<file path="src/rtl/tmp_bitstream_decim_if.sv">
// Output word channel of the bitstream decimator: ones count plus valid/ready handshake.
interface tmp_bitstream_decim_if #(
  parameter int OSR_LOG2 = 6
);
  logic [OSR_LOG2:0] code;
  logic              code_valid;
  logic              code_ready;

  modport master (output code, output code_valid, input code_ready);
  modport slave  (input code, input code_valid, output code_ready);
endinterface

</file>
<file path="src/rtl/tmp_bitstream_decim.sv">
// Ones-counting decimator for the temperature-sensor comparator bitstream:
// settling discard, windowed accumulation and a single-word output register with overrun flag.
module tmp_bitstream_decim #(
  parameter int OSR_LOG2 = 6,
  parameter int DISCARD  = 2
) (
  input  logic                         clk,
  input  logic                         reset,
  input  logic                         enable,
  input  logic                         sample,
  input  logic                         bit_in,
  tmp_bitstream_decim_if.master        bus,
  output logic                         overrun,
  input  logic                         clear_ovr,
  output logic                         busy
);

  typedef enum logic [1:0] {IDLE, SETTLE, ACCUM} state_t;

  localparam int DISC_LAST = (DISCARD > 0) ? DISCARD - 1 : 0;

  state_t              state, state_nxt;
  logic [OSR_LOG2:0]   acc;
  logic [OSR_LOG2-1:0] cnt;
  logic [3:0]          disc_cnt;

  logic                done_p0;
  logic [OSR_LOG2:0]   res_p0;
  logic                load_p0;

  always_comb begin
    state_nxt = state;
    if (!enable) begin
      state_nxt = IDLE;
    end else begin
      case (state)
        IDLE:    state_nxt = (DISCARD > 0) ? SETTLE : ACCUM;
        SETTLE:  if (sample && disc_cnt == 4'(DISC_LAST)) state_nxt = ACCUM;
        ACCUM:   state_nxt = ACCUM;
        default: state_nxt = IDLE;
      endcase
    end
  end

  always_ff @(posedge clk) begin
    if (reset) state <= IDLE;
    else       state <= state_nxt;
  end

  // Stage p0: last decision of a window completes combinationally with the strobe
  assign done_p0 = enable && (state == ACCUM) && sample && (cnt == {OSR_LOG2{1'b1}});
  assign res_p0  = acc + {{OSR_LOG2{1'b0}}, bit_in};
  assign load_p0 = done_p0 && (!bus.code_valid || bus.code_ready);

  always_ff @(posedge clk) begin
    if (reset || !enable) begin
      acc      <= '0;
      cnt      <= '0;
      disc_cnt <= '0;
    end else begin
      case (state)
        SETTLE: if (sample) begin
          disc_cnt <= (disc_cnt == 4'(DISC_LAST)) ? 4'd0 : disc_cnt + 4'd1;
        end
        ACCUM: if (sample) begin
          if (cnt == {OSR_LOG2{1'b1}}) begin
            acc <= '0;
            cnt <= '0;
          end else begin
            acc <= res_p0;
            cnt <= cnt + OSR_LOG2'(1);
          end
        end
        default: ;
      endcase
    end
  end

  // Stage p1: output register; a completing window either loads or is counted as overrun
  always_ff @(posedge clk) begin
    if (reset) begin
      bus.code       <= '0;
      bus.code_valid <= 1'b0;
      overrun        <= 1'b0;
    end else begin
      if (load_p0) begin
        bus.code       <= res_p0;
        bus.code_valid <= 1'b1;
      end else if (bus.code_valid && bus.code_ready) begin
        bus.code_valid <= 1'b0;
      end
      if (done_p0 && !load_p0) overrun <= 1'b1;
      else if (clear_ovr)      overrun <= 1'b0;
    end
  end

  assign busy = (state == SETTLE) || (state == ACCUM);

endmodule

</file>
<file path="src/flat_wrapper.sv">
// flat-port wrapper written by rule: the top's interface ports become plain ports
module tmp_bitstream_decim_flat 
#(
  parameter int OSR_LOG2 = 6,
  parameter int DISCARD  = 2
)
  (clk, reset, enable, sample, bit_in, overrun, clear_ovr, busy, bus_code, bus_code_valid, bus_code_ready);
  tmp_bitstream_decim_if #(.OSR_LOG2(OSR_LOG2)) bus_i ();
  input  logic clk;
  input  logic reset;
  input  logic enable;
  input  logic sample;
  input  logic bit_in;
  output logic overrun;
  input  logic clear_ovr;
  output logic busy;
  output wire logic [$bits(bus_i.code)-1:0] bus_code;
  output wire logic [$bits(bus_i.code_valid)-1:0] bus_code_valid;
  input wire logic [$bits(bus_i.code_ready)-1:0] bus_code_ready;
  assign bus_code = bus_i.code;
  assign bus_code_valid = bus_i.code_valid;
  assign bus_i.code_ready = bus_code_ready;
  tmp_bitstream_decim #(.OSR_LOG2(OSR_LOG2), .DISCARD(DISCARD)) u_core (.clk(clk), .reset(reset), .enable(enable), .sample(sample), .bit_in(bit_in), .bus(bus_i), .overrun(overrun), .clear_ovr(clear_ovr), .busy(busy));
endmodule
</file>
<file path="config.mk">
export PLATFORM = sky130hd
export DESIGN_NAME = tmp_bitstream_decim_flat
export DESIGN_NICKNAME = d
export VERILOG_FILES = /design/src/rtl/tmp_bitstream_decim_if.sv /design/src/rtl/tmp_bitstream_decim.sv /design/src/flat_wrapper.sv
export SDC_FILE = /design/constraint.sdc
export NUM_CORES = 1
export LEC_CHECK = 0
export ABC_AREA = 1
export CAP_MARGIN = 20
export CORE_UTILIZATION = 33
export CTS_CLUSTER_DIAMETER = 30
export DETAILED_ROUTE_END_ITERATION = 10
export PLACE_DENSITY = 0.51
export SYNTH_ARGS = -nofsm -noshare
export SYNTH_HDL_FRONTEND = slang
export SYNTH_SLANG_ARGS = --single-unit
export TNS_END_PERCENT = 1
</file>
<file path="constraint.sdc">
create_clock -name clk -period 2.5 [get_ports clk]
set_input_delay 0.25 -clock clk [delete_from_list [all_inputs] [get_ports clk]]
set_output_delay 0.25 -clock clk [all_outputs]
set_load 0.03 [all_outputs]
</file>
[Yosys cells after proc, flatten, opt, wreduce, memory -nomap -nowiden]
Index checks and enable logic that the tools add are counted.
Operators by class
  bitwise operators: 1
  multiplexer cells: 9
  reductions and logical operators: 19
  add/sub/neg operators: 3
  equal/unequal tests: 5
Operators by type and width (number)
  adder 7 x 1 -> 7 bit: 1
  logical AND 1 bit: 7
  two-way mux 7 bit: 1
  adder 6 x 1 -> 6 bit (second input constant): 1
  equality test 6 bit (second input constant): 1
  two-way mux 6 bit: 1
  one-hot mux 2 bit (3 select lines): 1
  adder 4 x 1 -> 4 bit (second input constant): 1
  equality test 4 x 1 -> 1 bit (second input constant): 1
  two-way mux 1 bit: 4
  two-way mux 4 bit: 1
  AND reduction 2 bit: 2
  nonzero test 2 bit: 2
  zero test 1 bit: 3
  logical OR 1 bit: 3
  equality test 2 x 1 -> 1 bit (second input constant): 1
  equality test 2 bit (second input constant): 1
  zero test 2 bit: 1
  two-way mux 2 bit: 1
  != test 2 x 1 -> 1 bit (second input constant): 1
  OR reduction 2 bit: 1
  NOT 1 bit: 1
Storage, ports and cells
  bits in registers: 28
  logic and storage cells: 44
  bits of input ports: 7

[Logic depth before layout (Yosys ltp)]
Gate-level depths: netlist of the first run.
  depth after elaboration: 8
  depth in mapped cells: 9
  depth with buffers taken out: 9

[Worst setup path after synthesis of the first run]
OpenSTA, ideal clock, no wires.
  path type: register to register
  from: register u_core.cnt[0]
  to: register u_core.bus.code[5]
  setup time: 114 ps
  period minus slack after synthesis: 1268 ps
  buffers on the path: 1
  arrival time: 1155 ps
  stages on the path, launching flop included: 8
  setup slack: 1232 ps
  path through: dfxtp_1 > ha_1 > nand3_2 > nor2_4 > nand3_4 > buf_6 > a21oi_1 > nor2_1
On the way
  cells in the longest elaborated chain, start to end: 3
Ends and longest elaborated chain
  from (decl): line tmp_bitstream_decim.sv:24  | logic [OSR_LOG2-1:0] cnt;
  from (signal assigned): line tmp_bitstream_decim.sv:71  | cnt <= cnt + OSR_LOG2'(1);
  equality test 6 bit: line tmp_bitstream_decim.sv:51  | assign done_p0 = enable && (state == ACCUM) && sample && (cnt == {OSR_LOG2{1'b1}});
  logical AND 1 bit: line tmp_bitstream_decim.sv:51
  logical AND 1 bit: line tmp_bitstream_decim.sv:53  | assign load_p0 = done_p0 && (!bus.code_valid || bus.code_ready);
  to (signal assigned): line tmp_bitstream_decim.sv:87  | bus.code <= res_p0;
  to (decl): line tmp_bitstream_decim_if.sv:9  | modport master (output code, output code_valid, input code_ready);
Every way passes these cells.
A chain may end at the register's enable or synchronous reset.

[Worst setup path after layout of the first run]
  from: register u_core.state[0]
  to: output busy
On the way
  cells in the longest elaborated chain, start to end: 2
  elaborated cells between the ends (all ways): 3
  those cells by class: eq/ne: 2; reduce/logical: 1
Ends and longest elaborated chain
  from (decl): line tmp_bitstream_decim.sv:22  | state_t state, state_nxt;
  from (signal assigned): line tmp_bitstream_decim.sv:47  | else state <= state_nxt;
  equality test 2 x 1 -> 1 bit / equality test 2 bit (equally long branches): line tmp_bitstream_decim.sv:97  | assign busy = (state == SETTLE) || (state == ACCUM);
  logical OR 1 bit (*): line tmp_bitstream_decim.sv:97
  to (decl): line flat_wrapper.sv:16  | output logic busy;
Mark *: on every way between the ends. The rest lies on a longest branch, timed or not.

==> results.yml, run 1 <==
cts:
  ctsHoldBuffers: 0
  cts_root_buffer: "clkbuf_8"
  cts.clk_slew.worst_paths_ns: 0.09
  cts_tree: "done"
  htreeDepth: 1
  clk_latency_ns: 0.27
  cts_buffers: 3
  postCtsSetupRepairBufs: 0
  clock-sinks: 28
  clock_path_buffers: 2
  cts_resized: 0
yosys:
  syn_inst: 181
  ys_seq_elements: 28
  avgSynthCellArea_um2: 7.36
  syn_area_um2: 1330
  yosysWarnings: 0
  yosysUniqueCellTypes: 22
  synthesis.nets: 194
  ys_seq_area_share_pct: 42.1
die:
  start_util_pct: 35.3
  die-area_um2: 4300
  core_area_um2: 3770
  rows: 22
  die_w_um: 65.5
  fp.dieH_um: 65.5
  io_pins: 17
power:
  p_per_area_nw_per_um2: 474
  power.leakage_nw: 0.617
  power_mw: 0.748
  vdd_drop_max_mv: 0.245
setup_path:
  rrSetupSlack_ns: 0.94
  arrival_ns: 1.68
  crit_family: "buffers and inverters"
  start_kind: "flop"
  path_class: "reg -> out"
  critical_path.cell_chain: "inv_1, ha_1, clkdlybuf4s50_1"
  critPathCaptureType: "primary output"
  ff2ff_path_depth: 6
  slowest_delay_ns: 0.67
  r2r_start: "u_core.state[0]"
  r2r-end: "u_core.acc[5]"
  slowest_stage: "clkdlybuf4s50_1"
  crit_buf_inv: 2
  worstPathRequired_ns: 2.25
  cp_max_fo: 3
timing:
  skew_ns: 0.00208
  tns_ns: 0
  tightest_slew_ns: 0.489
  fin_crit_sh_pct: 77.2
  final.min_clock_period_ns: 1.93
  maxSlewViolCount: 0
  finalHoldViolCount: 0
  rsz0062_at_grt: "no"
  max_slew_margin_pct: 67.3
  setup_viol: 0
  max_freq_ghz: 0.518
hold_path:
  hold_path_class: "reg -> reg"
  whs_path_depth: 2
  min_from: "u_core.overrun"
  hold_end: "u_core.overrun"
global_route:
  track_usage_pct: 14.2
  grt_first_pass_wirelength_um: 4660
  grt_pass1_vias: 1075
  grt_max_degree: 15
  antenna_found_initial: 0
  grt_overflow_total: 0
run:
  maxCapViolations: 0
routing:
  drtIter0Drc: 41
  viasPerCell: 4.50
  route.vias.total: 1106
  wl_per_cell_um: 10.7
  firstDrtPassIters: 4
  finalWirelength_um: 2630
  ant_nets: 0
  drcViolationCount: 0
outcome:
  status: "finished, final reports clean"
finish:
  num-nets-final: 213
  area_delta_synth_final_pct: 18.4
  utilization_pct: 41.8
  fillCellCount: 405
  antenna_cells: 0
  drive_gt1_share_pct: 4.55
  design_area_um2: 1580
placement:
  hpwl_um: 2010
  placed_cell_area_um2: 1540
  portBuffers: 16
  routabilityCongestion: 0.804
==> cell type report <==
class / count / area [um2] / share of cell area, %
timing repair buffer: 17 / 168 / 10.6
multi-input combinational: 126 / 658 / 41.7
inverter: 24 / 90.1 / 5.71
clock buffer: 3 / 41.3 / 2.62
tap: 48 / 60.1 / 3.81
sequential: 28 / 561 / 35.5
==> stage by stage <==
stage               std cells  setup slack (ns)  hold slack, ns
detailed placement        243             0.681           0.460
finish                    246             0.571           0.470
floorplan                 181              1.23           0.319
global route              246             0.505           0.494
global placement          243             0.698           0.457
CTS                       246             0.567           0.473
==> worst min-delay path, cell delays in order (launching register included) <==
cell and delay [ns]:
dfxtp_1 0.32, nand2_1 0.06, a21oi_1 0.05
==> power breakdown <==
part,switching (mW),internal [mW]
clock,0.134,0.108
sequential,0.00240,0.449
combinational,0.0319,0.0224
==> logic make-up (layout without fill, tap and decap cells) <==
group           count (synthesis)  count (layout)  share of synthesized area, %
fa+ha+maj                       6               6                          5.63
compound gates                 25              25                          9.95
simple gates                   89              89                          29.9
buf+inv                        27              44                          8.54
flops                          28              28                          42.1
xor+xnor                        6               6                          3.94
==> cell usage in the layout (no fill, tap or decap), types with 2 or more instances in the layout <==
cell,count
a21oi_1,16
clkbuf_8,3
clkdlybuf4s50_1,16
dfxtp_1,28
ha_1,6
inv_1,24
nand2_1,43
nand3_1,5
nand4_1,6
nor2_1,27
nor2_4,2
nor3_1,2
o21ai_0,6
o21bai_1,2
xnor2_1,4
xor2_1,2
==> metal layers <==
| metal | part of all wire, % | wire length (um) | up-vias | track usage (%) |
|---|---|---|---|---|
| met4 | 1.9 | 49 | 0 | 7.34 |
| met1 | 55 | 1440 | 486 | 19.6 |
| li1 | - | - | 609 | - |
| met2 | 42 | 1100 | 7 | 21.1 |
| met3 | 1.8 | 47 | 4 | 2.08 |
| met5 | 0 | 0 | - | 0 |
==> state kept, by name (all words and copies together) (netlist names) <==
signal and cells:
u_core.state 2, u_core.disc_cnt 4, u_core.acc 7, u_core.bus.code_valid 1
u_core.cnt 6, u_core.overrun 1, u_core.bus.code 7
==> Yosys cell counts <==
cell type	instances	area, um2
nand2_1	43	161
dfxtp_1	28	561
nor2_1	27	101
inv_1	24	90.1
a21oi_1	16	80.1
ha_1	6	75.1
nand4_1	6	37.5
o21ai_0	6	30.0
nand3_1	5	25.0
xnor2_1	4	35.0
nor2_4	2	22.5
nor3_1	2	10.0
o21bai_1	2	15.0
xor2_1	2	17.5
a211oi_1	1	7.51
and2_1	1	6.26
buf_2	1	5.00
buf_4	1	7.51
buf_6	1	11.3
nand2_2	1	6.26
nand3_2	1	10.0
nand3_4	1	17.5
==> worst max-delay path by stage <==
| stage | cells after the start | slack (ns) | endpoint | start |
|---|---|---|---|---|
| after detailed placement | 5 | 0.68 | u_core.acc[5] | sample |
| after floorplan | 7 | 1.23 | u_core.bus.code[5] | u_core.cnt[0] |
| after global placement | 7 | 0.70 | u_core.acc[4] | bit_in |
| after CTS | 3 | 0.57 | busy | u_core.state[0] |
| final | 3 | 0.57 | busy | u_core.state[0] |
| after global routing | 3 | 0.50 | busy | u_core.state[0] |
Power figures use the tool's default switching activity.
==> run 2, diff against run 1 <==
==> constraint.sdc (replaced) <==
create_clock -name clk -period 1.85 [get_ports clk]
set_input_delay 0.185 -clock clk [delete_from_list [all_inputs] [get_ports clk]]
set_output_delay 0.185 -clock clk [all_outputs]
set_load 0.03 [all_outputs]
==> run 2 against run 1 <==
  * Die area unchanged
  * Register-to-register slack got worse by 0.55 ns
  * Utilization increased by 1.1 points
  * Final cell count increased by 2.0%
  * Flip-flop and latch count unchanged
  * Via count increased by 2.0%
  * Sequential power increased by 35%
  * Highest routed layer unchanged
==> results.yml, run 2 (synthesis gave the netlist of run 1 again) <==
outcome:
  status: "finished, final reports clean"
timing:
  final.min_clock_period_ns: 1.58
  finalHoldViolCount: 0
  rsz0062_at_grt: "no"
  tightest_slew_ns: 0.367
  skew_ns: 0.00397
  max_freq_ghz: 0.632
  setup_viol: 0
  fin_crit_sh_pct: 85.5
  tns_ns: 0
  maxSlewViolCount: 0
  max_slew_margin_pct: 75.5
power:
  netSwitchingFraction_pct: 22.1
  p_per_area_nw_per_um2: 656
  vdd_drop_max_mv: 0.305
  p_clk_share_pct: 35.6
  power_mw: 1.06
  pwr-share-seq_pct: 57.3
  power.leakage_nw: 0.648
  power_switching_mw: 0.235
  intPower_mw: 0.829
  comb_power_share_pct: 7.1
routing:
  ant_nets: 0
  wl_per_cell_um: 10.9
  route.vias.total: 1128
  viasPerCell: 4.49
  firstDrtPassIters: 4
  finalWirelength_um: 2750
  drcViolationCount: 0
  drtIter0Drc: 21
finish:
  final_common_cell: "nand2_1"
  top_regs: "u_core.acc (7), u_core.bus.code (7), u_core.cnt (6)"
  antenna_cells: 0
  drive_gt1_share_pct: 6.90
  num-nets-final: 217
  area_delta_synth_final_pct: 21.6
  fillCellCount: 382
  final_cell_mix: "43 x nand2_1, 28 x dfxtp_1, 27 x nor2_1"
  regArea_um2: 561
  multi_input_area_um2: 658
setup_path:
  start_kind: "flop"
  worstPathRequired_ns: 1.66
  path_class: "reg -> out"
  critPathCaptureType: "primary output"
  crit_family: "buffers and inverters"
  crit_buf_inv: 2
  slowest_delay_ns: 0.39
  critical_path.cell_chain: "inv_1, ha_1, dlygate4sd2_1"
  slowest_stage: "dlygate4sd2_1"
  cp_max_fo: 3
  arrival_ns: 1.40
die:
  rows: 22
  die_w_um: 65.5
  core_area_um2: 3770
  fp.dieH_um: 65.5
  die-area_um2: 4300
  io_pins: 17
  start_util_pct: 35.3
run:
  maxCapViolations: 0
global_route:
  grt_pass1_vias: 1124
  grt_max_degree: 16
  grt_overflow_total: 0
  grt_first_pass_wirelength_um: 4830
  track_usage_pct: 14.5
  antenna_found_initial: 0
cts:
  clock_path_buffers: 2
  clk_latency_ns: 0.27
  htreeDepth: 1
  clock-sinks: 28
  cts_root_buffer: "clkbuf_8"
  cts.clk_slew.worst_paths_ns: 0.09
  cts_tree: "done"
  cts_buffers: 3
hold_path:
  hold_path_class: "reg -> reg"
placement:
  portBuffers: 16
  routabilityCongestion: 0.832
  hpwl_um: 2110
run 2: cell types whose count changed in the layout (fill, tap and decap cells not counted):
| cell | before | now |
|---|---|---|
| clkbuf_8 | 3 | 4 |
| buf_4 | 1 | 5 |
| clkdlybuf4s50_1 | 16 | 15 |
| dlygate4sd2_1 | 0 | 1 |
run 2: final timing paths:
check,start,to,slack [ns],depth (start not counted)
setup / recovery,u_core.state[1],busy,0.27,3
hold / removal,u_core.bus.code[0],u_core.bus.code[0],0.46,2
setup reg to reg,u_core.state[0],u_core.cnt[5],0.39,7
hold reg to reg,u_core.bus.code[0],u_core.bus.code[0],0.46,2
run 2: area by class of cell:
class	count	share of cell area, %
inverter	24	5.56
multi-input combinational	126	40.6
clock buffer	4	3.40
sequential	28	34.6
timing repair buffer	21	12.1
tap	48	3.71
run 2: worst register-to-register path: stages (launching register included):
cell and delay [ns]:
dfxtp_1 0.34, inv_1 0.08, ha_1 0.16, nand2_2 0.18
nor2_1 0.23, nand4_1 0.14, o21ai_0 0.18, nor2_1 0.05
run 2: per-stage QoR:
step / std cells / worst slack, ns / hold slack, ns / instance area [um2] / utilization (%)
after floorplan: 181 / 0.582 / 0.254 / 1330 / -
after global placement: 247 / 0.161 / 0.457 / 1570 / 41.5
after detailed placement: 247 / 0.107 / 0.456 / 1570 / 41.5
after CTS: 251 / 0.250 / 0.470 / 1620 / 43.0
after global routing: 251 / 0.177 / 0.494 / 1620 / 43.0
final: 251 / 0.267 / 0.464 / 1620 / 43.0
run 2: metal layers:
metal / wire length (um) / track usage, % / vias to the layer above
li1: - / - / 617
met1: 1450 / 19.3 / 494
met2: 1170 / 23.1 / 15
met3: 102 / 3.65 / 2
met4: 23 / 4.08 / 0
met5: 0 / 0 / -
run 2: power groups by stage:
stage | sequential (mW) | combinational [mW] | clock, mW
global route | 0.611 | 0.0841 | 0.414
finish | 0.610 | 0.0752 | 0.379
detailed placement | 0.624 | 0.0784 | 0
floorplan | 0.623 | 0.0442 | 0
global placement | 0.624 | 0.0760 | 0
CTS | 0.610 | 0.0763 | 0.395
run 2: what timing repair did:
action                     CTS  global route
buffers inserted             0             0
hold endpoints to repair     0             0
hold buffers                 0             0
resized for setup            1             0
setup endpoints to repair    1             0
==> run 3, diff against run 2 <==
--- a/config.mk
+++ b/config.mk
@@ -10,7 +10,7 @@
 export CORE_UTILIZATION = 33
 export CTS_CLUSTER_DIAMETER = 30
 export DETAILED_ROUTE_END_ITERATION = 10
-export PLACE_DENSITY = 0.51
+export PLACE_DENSITY = 0.53
 export SYNTH_ARGS = -nofsm -noshare
 export SYNTH_HDL_FRONTEND = slang
 export SYNTH_SLANG_ARGS = --single-unit
==> constraint.sdc (replaced) <==
create_clock -name clk -period 1.4 [get_ports clk]
set_input_delay 0.14 -clock clk [delete_from_list [all_inputs] [get_ports clk]]
set_output_delay 0.14 -clock clk [all_outputs]
set_load 0.03 [all_outputs]
==> run 3 against run 2 <==
  * Clock power is 16% higher
  * Sequential share of layout area is 2.7 points lower
  * Worst setup slack worse by 0.21 ns
  * Design area is 10% higher
  * Critical path type is now reg -> reg
  * Largest cell class unchanged
  * Highest routed layer unchanged
==> results.yml, run 3 (synthesis gave the netlist of run 1 again) <==
placement:
  routabilityCongestion: 0.818
  portBuffers: 16
  hpwl_um: 2050
timing:
  rsz0062_at_grt: "yes"
  max_slew_margin_pct: 79.6
  hold_ws_ns: 0.470
  finalHoldViolCount: 0
  max_freq_ghz: 0.745
  final.min_clock_period_ns: 1.34
  skew_ns: 0.00136
  fin_crit_sh_pct: 95.8
  setup_viol: 0
  tightest_slew_ns: 0.307
  maxSlewViolCount: 0
hold_path:
  min_from: "u_core.overrun"
  hold_path_class: "reg -> reg"
die:
  fp.dieH_um: 65.5
  io_pins: 17
  die-area_um2: 4300
  rows: 22
  core_area_um2: 3770
  die_w_um: 65.5
  start_util_pct: 35.3
finish:
  final_cell_mix: "42 x nand2_1, 25 x dfxtp_1, 24 x inv_1"
  area_delta_synth_final_pct: 33.9
  num-nets-final: 229
  top_regs: "u_core.acc (7), u_core.bus.code (7), u_core.cnt (6)"
  antenna_cells: 0
  final_common_cell: "nand2_1"
  drive_gt1_share_pct: 20.6
routing:
  drcViolationCount: 0
  wl_per_cell_um: 11.1
  route.vias.total: 1199
  drtIter0Drc: 53
  firstDrtPassIters: 4
  finalWirelength_um: 2910
  ant_nets: 0
  viasPerCell: 4.58
global_route:
  grt_first_pass_wirelength_um: 4640
  grt_overflow_total: 0
  grt_pass1_vias: 1139
  track_usage_pct: 14.0
  grt_max_degree: 15
  antenna_found_initial: 0
power:
  power.leakage_nw: 0.749
  p_per_area_nw_per_um2: 760
  power_mw: 1.36
  vdd_drop_max_mv: 0.355
setup_path:
  critPathCaptureType: "flop"
  worstPathRequired_ns: 1.61
  cp_max_fo: 7
  critical_path.cell_chain: "inv_1, ha_2, nand2_4, nor2_4, buf_4, nand4_1, a21oi_2"
  path_class: "reg -> reg"
  slowest_delay_ns: 0.33
  crit_path_start: "u_core.state[0]"
  start_kind: "flop"
  r2r_start: "u_core.state[0]"
  slowest_stage: "dfxtp_1"
  arrival_ns: 1.56
cts:
  clock-sinks: 28
  ctsHoldBuffers: 0
  cts_buffers: 3
  cts_tree: "done"
  clock_path_buffers: 2
  cts.clk_slew.worst_paths_ns: 0.09
  cts_root_buffer: "clkbuf_8"
  htreeDepth: 1
  clk_latency_ns: 0.27
run:
  maxCapViolations: 0
outcome:
  status: "finished, final reports clean"
-- run 3: cell count changes in the layout (fill, tap and decap cells not counted), moves of 3 or more --
cell / change
buf_4: +10
clkdlybuf4s50_1: -9
dlygate4sd2_1: +8
a21oi_1: -5
a21oi_2: +5
nor2_1: -4
nor2_2: +4
dfxtp_1: -3
ha_1: -3
-- run 3: routing by layer --
layer  part of all wire (%)  vias up  wire length, um  GRT usage (%)
met4                    2.2        0               65           7.34
li1                       -      641                -              -
met1                     47      544             1370           17.0
met3                    2.1        5               60           2.08
met5                      0        -                0              0
met2                     49        9             1410           23.7
-- run 3: worst paths after layout --
path | endpoint | slack [ns] | cells after the start
setup / recovery | u_core.bus.code[2] | 0.06 | 7
hold / removal | u_core.overrun | 0.47 | 2
setup reg to reg | u_core.bus.code[2] | 0.06 | 7
hold reg to reg | u_core.overrun | 0.47 | 2
-- run 3: what timing repair did --
item | in CTS | in global routing
buffers inserted | 0 | 2
setup endpoints to repair | 9 | 20
pin swaps | 0 | 4
gates cloned | 0 | 1
resized for setup | 9 | 27
-- run 3: area by class of cell --
type                       instances  area [um2]
clock buffer                       3        41.3
fill                             383        1990
inverter                          24        90.1
multi-input combinational        127         749
sequential                        28         569
tap                               48        60.1
timing repair buffer              32         274
-- run 3: critical path, delay by kind of cell, from the launching register on --
| family | cells | cell delay, ns |
|---|---|---|
| AND/OR/NAND/NOR | 3 | 0.37 |
| flip-flops | 1 | 0.33 |
| buffers and inverters | 2 | 0.23 |
| adder cells (fa/ha/maj) | 1 | 0.19 |
| AO/OA/AOI/OAI | 1 | 0.15 |
-- run 3: metrics by stage --
step | instance area [um2] | setup slack (ns) | TNS [ns] | std cells | utilization (%)
6_report | 1780 | 0.0582 | 0 | 262 | 47.3
5_1_grt | 1780 | -0.0409 | -0.188 | 262 | 47.3
4_1_cts | 1660 | 0.00911 | 0 | 259 | 44.1
3_5_place_dp | 1630 | -0.188 | -1.41 | 256 | 43.3
3_3_place_gp | 1630 | -0.166 | -1.15 | 256 | 43.3
2_1_floorplan | 1330 | 0.132 | 0 | 181 | -
-- run 3: report_power, final --
part	internal (mW)	leakage, nW	switching, mW	total, mW
sequential	0.798	0.228	0.00433	0.803
clock	0.194	0.0216	0.245	0.438
combinational	0.0526	0.499	0.0623	0.115
